`config.mk`:
```
export PLATFORM = sky130hd
export DESIGN_NAME = bus_rr_arbiter
export DESIGN_NICKNAME = d
export VERILOG_FILES = /design/src/rtl/bus_rr_arbiter.sv
export SDC_FILE = /design/constraint.sdc
export NUM_CORES = 1
export LEC_CHECK = 0
export CAP_MARGIN = 20
export CELL_PAD_IN_SITES_DETAIL_PLACEMENT = 0
export CELL_PAD_IN_SITES_GLOBAL_PLACEMENT = 1
export CORE_MARGIN = 4
export CORE_UTILIZATION = 25
export DETAILED_ROUTE_END_ITERATION = 10
export GPL_TIMING_DRIVEN = 1
export PLACE_DENSITY = 0.78
export SYNTH_ARGS = -nofsm -noshare
export SYNTH_HDL_FRONTEND = slang
export SYNTH_SLANG_ARGS = --single-unit
```
`constraint.sdc`:
```
create_clock -name clk -period 2.8 [get_ports clk]
set_input_delay 0.7 -clock clk [delete_from_list [all_inputs] [get_ports clk]]
set_output_delay 0.7 -clock clk [all_outputs]
set_load 0.02 [all_outputs]
```
`src/rtl/bus_rr_arbiter.sv`:
```
// Multi-bus packet arbiter: each bus pops one device FIFO at a time (round-robin or fixed priority)
// and delivers the packet to one device or broadcasts it. Define ARB_DROP_CNT_EN to build the drop counters.
module bus_rr_arbiter #(
  parameter int         BITS      = 1,
  parameter int         DRVRS     = 4,
  parameter int         PCKG_SZ   = 16,
  parameter logic [7:0] BROADCAST = 8'hFF
) (
  input  logic                          clk,
  input  logic                          reset,
  input  logic                          mode_rr,
  input  logic [BITS*DRVRS-1:0]         pndng,
  input  logic [BITS*DRVRS*PCKG_SZ-1:0] D_pop,
  output logic [BITS*DRVRS-1:0]         pop,
  output logic [BITS*DRVRS-1:0]         push,
  output logic [BITS*DRVRS*PCKG_SZ-1:0] D_push,
  output logic [BITS-1:0]               busy,
  output logic [BITS*16-1:0]            drop_cnt
);

  localparam int            IW       = (DRVRS > 1) ? $clog2(DRVRS) : 1;
  localparam logic [IW-1:0] LAST_IDX = IW'(DRVRS - 1);

  typedef enum logic [1:0] {
    S_IDLE = 2'd0,
    S_POP  = 2'd1,
    S_PUSH = 2'd2
  } state_t;

  for (genvar b = 0; b < BITS; b++) begin : g_bus
    state_t             r_state;
    state_t             w_state_nxt;
    logic [DRVRS-1:0]   w_req;
    logic               w_any;
    logic [IW-1:0]      w_winner;
    logic [IW-1:0]      r_grant;
    logic [IW-1:0]      r_rr_ptr;
    logic [PCKG_SZ-1:0] w_head;
    logic [7:0]         w_dest;
    logic [DRVRS-1:0]   w_pop_nxt;
    logic [DRVRS-1:0]   w_push_nxt;
    logic [DRVRS-1:0]   r_pop;
    logic [DRVRS-1:0]   r_push;
    logic [PCKG_SZ-1:0] r_pkt;
    logic               r_busy;

    assign w_req = pndng[b*DRVRS +: DRVRS];
    assign w_any = |w_req;

    // Winner search starts at rr_ptr in round-robin mode, at index 0 in fixed-priority mode.
    always_comb begin : arb
      logic v_found;
      int   v_idx;
      // NOTE: every combinational output gets a default first so no path can infer a latch.
      v_found  = 1'b0;
      v_idx    = 0;
      w_winner = '0;
      for (int i = 0; i < DRVRS; i++) begin
        v_idx = mode_rr ? (int'(r_rr_ptr) + i) : i;
        if (v_idx >= DRVRS) v_idx = v_idx - DRVRS;
        if (!v_found && w_req[IW'(v_idx)]) begin
          v_found  = 1'b1;
          w_winner = IW'(v_idx);
        end
      end
    end

    // Head of the granted FIFO, held stable by the device until after the pop edge.
    always_comb begin
      w_head = '0;
      for (int d = 0; d < DRVRS; d++) begin
        if (IW'(d) == r_grant) w_head = D_pop[(b*DRVRS+d)*PCKG_SZ +: PCKG_SZ];
      end
    end

    assign w_dest = w_head[PCKG_SZ-1 -: 8];

    always_ff @(posedge clk) begin
      // NOTE: sequential state uses non-blocking assignments so every flop samples pre-edge values.
      if (!reset) r_state <= S_IDLE;
      else        r_state <= w_state_nxt;
    end

    always_comb begin
      w_state_nxt = r_state;
      case (r_state)
        S_IDLE:  if (w_any) w_state_nxt = S_POP;
        S_POP:   w_state_nxt = S_PUSH;
        S_PUSH:  w_state_nxt = S_IDLE;
        default: w_state_nxt = S_IDLE;
      endcase
    end

    // Next values of the registered strobes; the push mask is decoded while still in POP.
    always_comb begin
      w_pop_nxt  = '0;
      w_push_nxt = '0;
      case (r_state)
        S_IDLE: if (w_any) w_pop_nxt[w_winner] = 1'b1;
        S_POP: begin
          if (w_dest == BROADCAST) begin
            w_push_nxt          = '1;
            w_push_nxt[r_grant] = 1'b0;
          end else if (int'(w_dest) < DRVRS && int'(w_dest) != int'(r_grant)) begin
            w_push_nxt[w_dest[IW-1:0]] = 1'b1;
          end
        end
        default: ;
      endcase
    end

    always_ff @(posedge clk) begin
      if (!reset) begin
        r_grant  <= '0;
        r_rr_ptr <= '0;
        r_pop    <= '0;
        r_push   <= '0;
        r_pkt    <= '0;
        r_busy   <= 1'b0;
      end else begin
        r_pop  <= w_pop_nxt;
        r_push <= w_push_nxt;
        r_busy <= (w_state_nxt != S_IDLE);
        if (r_state == S_IDLE && w_any) r_grant <= w_winner;
        if (r_state == S_POP) begin
          r_pkt    <= w_head;
          r_rr_ptr <= (r_grant == LAST_IDX) ? '0 : r_grant + IW'(1);
        end
      end
    end

`ifdef ARB_DROP_CNT_EN
    logic        w_drop;
    logic [15:0] r_drop_cnt;

    // A packet that reaches PUSH with an empty push mask was dropped.
    assign w_drop = (r_state == S_POP) && !(|w_push_nxt);

    always_ff @(posedge clk) begin
      if (!reset)                                  r_drop_cnt <= '0;
      else if (w_drop && r_drop_cnt != 16'hFFFF)   r_drop_cnt <= r_drop_cnt + 16'd1;
    end

    assign drop_cnt[b*16 +: 16] = r_drop_cnt;
`else
    assign drop_cnt[b*16 +: 16] = 16'h0000;
`endif

    assign pop[b*DRVRS +: DRVRS]  = r_pop;
    assign push[b*DRVRS +: DRVRS] = r_push;
    assign busy[b]                = r_busy;

    for (genvar d = 0; d < DRVRS; d++) begin : g_dev
      assign D_push[(b*DRVRS+d)*PCKG_SZ +: PCKG_SZ] = r_pkt;
    end
  end

endmodule

```
==> impl_metrics.toml <==
[place]
dp.cells = 546
dpl.hpwl_um = 6087
gp_congestion = 0.8437
post-place-ws_ns = 0.1971
port_buffers = 143

[critical_path]
critPathKind = "reg2reg"
cp.arrival_ns = 2.57
path_max_fanout = 16
start_kind = "flop"
required_ns = 2.98
slowest_delay_ns = 0.36
crit_path_end_kind = "flop"
critPathSlowestCell = "dfxtp_1"
path_cells = "ha_1, buf_4, nor2_2, o211ai_1, a211oi_2, nand4_1, a21o_1, o32ai_2"

[timing]
slew_violations = 0
fin_crit_sh_pct = 85.11
fin_tns_setup_ns = 0
rsz0062_at_grt = "no"
slew-limit-headroom_pct = 55.33
fmax_mhz = 419.6
worst_pin_slew_ns = 0.6701
setup_ws_ns = 0.4169
hold_violations = 0
final.setup_skew_ns = 0.01431
finalCriticalPeriod_ns = 2.383
setup_viol = 0

[synth]
synth_area_mm2 = 0.002532
ys_warn_count = 0
post_synth.cell_area_avg_um2 = 7.651
synth_ff_type = "dfxtp_1"
ys_types = 55
synth_cells = 331
yosysSeqAreaShare_pct = 24.51
async_reset_ff_share_pct = 0
synth-edff-count = 0
ys_ff_latch = 31

[power_and_ir_drop]
seqPwrFrac_pct = 29.7
combPwrFrac_pct = 47.8
share_clk_of_total_power_pct = 22.6
power.leakage_uw = 0.001427
swShare_pct = 37.39
power.switching_uw = 667.0
power_density_mw_per_mm2 = 473.6
peakVddDrop_v = 0.0001888
p_int_uw = 1117

[die]
die_h_um = 108.6
io_pins = 160
rows = 36
die_w_um = 108.6
core-area_mm2 = 0.009819
fp.dieArea_mm2 = 0.01180
start_util_pct = 25.79

[run_status]
status = "finished clean"

[clocking]
clockBufferDepth = 2
cts.sinks = 31
htreeDepth = 2
path_clk_slew_ns = 0.07
clk_latency_ns = 0.29
root_buffer = "clkbuf_8"
ctsResizeCount = 0
cts_buffers = 5
cts_setup_buffers = 0
ctsHoldBuffers = 0
tritoncts = "built"

[global_routing]
track_usage_pct = 11.92
grt_start_max_net_pins = 22
grt_pass1_vias = 2389
grt_pass1_wl_um = 11300
grt_overflow = 0
antenna_found_initial = 0

[final_layout]
antennaDiodeCount = 0
syn2layout_area_growth_pct = 48.72
fill_cells = 1038
nets = 495
drive_gt1_share_pct = 5.701
layoutNonFillerInstCount = 554

[routing]
routedWlPerCell_um = 13.56
num_vias = 2468
drc = 0
drt_pre_antenna_iters = 4
drtIter0Drc = 123
totalWireLength_um = 7510
via_per_inst = 4.455
ant_nets = 0

[job]
max-cap-violations = 0

[worst_hold_path]
hold_class = "reg2reg"
## metrics by stage
step / total power (uW) / hold WS, ns / utilization [%] / area, um2
after floorplan: 1125 / 0.4612 / - / 2589
after global placement: 1390 / 0.4962 / 37.30 / 3662
after detailed placement: 1395 / 0.5128 / 37.30 / 3662
after CTS: 1809 / 0.5225 / 38.35 / 3766
after global routing: 1900 / 0.5712 / 38.35 / 3766
final: 1784 / 0.5119 / 38.35 / 3766
## logic make-up after synthesis
logic type	after synthesis	synth area share [%]
xor+xnor	2	0.6918
flops	31	24.51
compound gates	91	25.79
fa+ha+maj	4	1.976
other cells	1	0.1481
buf+inv	95	24.70
mux	4	1.680
simple gates	103	20.50
## placed cells by master, fill, tap and decap left out, types with 4 or more instances in the layout
master | netlist | routed
a21oi_1 | 24 | 24
and2_1 | 6 | 6
buf_4 | 65 | 8
clkbuf_8 | 0 | 7
clkdlybuf4s50_1 | 0 | 143
conb_1 | 1 | 16
dfxtp_1 | 31 | 31
ha_1 | 4 | 4
inv_1 | 10 | 10
nand2_1 | 54 | 54
nand3b_1 | 9 | 9
nor2_1 | 8 | 8
nor2b_1 | 4 | 4
o211a_1 | 8 | 8
o211ai_1 | 15 | 15
o21ai_0 | 11 | 11
## synth_stat cells, types with 6 or more instances
cell type	instances	area share, %
dfxtp_1	31	25
o211a_1	8	3.2
and2_1	6	1.5
nand2_1	54	8.0
a21oi_1	24	4.7
o211ai_1	15	4.4
o21ai_0	11	2.2
buf_2	8	1.6
inv_1	10	1.5
buf_4	65	19
nand3b_1	9	2.7
nor2_1	8	1.2
clkbuf_1	9	1.3
## final cells by class
class                      count  area, um2  area share [%]
clock inverter                 1      7.507          0.1993
clock buffer                   7      96.34           2.558
timing repair buffer         151       1491           39.60
tap                          133      166.4           4.419
sequential                    31      620.6           16.48
inverter                      11      41.29           1.096
multi-input combinational    220       1343           35.65
## worst paths after layout
path	start	endpoint	slack [ns]	depth (start not counted)
worst max register to register	g_bus[0].r_grant[0]	push[1]	0.42	8
worst max-delay path	g_bus[0].r_grant[0]	push[1]	0.42	8
worst min register to register	g_bus[0].r_pkt[13]	g_bus[0].r_pkt[13]	0.51	2
worst min-delay path	g_bus[0].r_pkt[13]	g_bus[0].r_pkt[13]	0.51	2
## sequential cells by signal, summed over array words and instances, names as in the netlist
| signal | flops |
|---|---|
| g_bus.r_pkt | 16 |
| pop | 4 |
| push | 4 |
| g_bus.r_grant | 2 |
| g_bus.r_rr_ptr | 2 |
| g_bus.r_state | 2 |
| busy | 1 |
## power by group through the flow
stage                     Combinational [uW]  Clock [uW]  Sequential [uW]
after floorplan                          559           0              566
after global placement                   853           0              537
after detailed placement                 855           0              540
after CTS                                858         421              530
after global routing                     921         440              539
final                                    852         403              529
## critical path: cells and delay by family (launching register included)
family	cells	cell delay [ns]
flip-flops	1	0.36
adder cells (fa/ha/maj)	1	0.31
AO/OA/AOI/OAI	4	0.96
buffers and inverters	1	0.23
AND/OR/NAND/NOR	2	0.43
## metal layers
metal	vias up	track usage [%]	share of wire (%)
li1	1250	-	-
met1	1113	14.75	42
met2	101	20.48	50
met3	4	3.375	7.8
met4	0	2.795	0.81
met5	-	0	0
(Power assumes the default switching activity.)
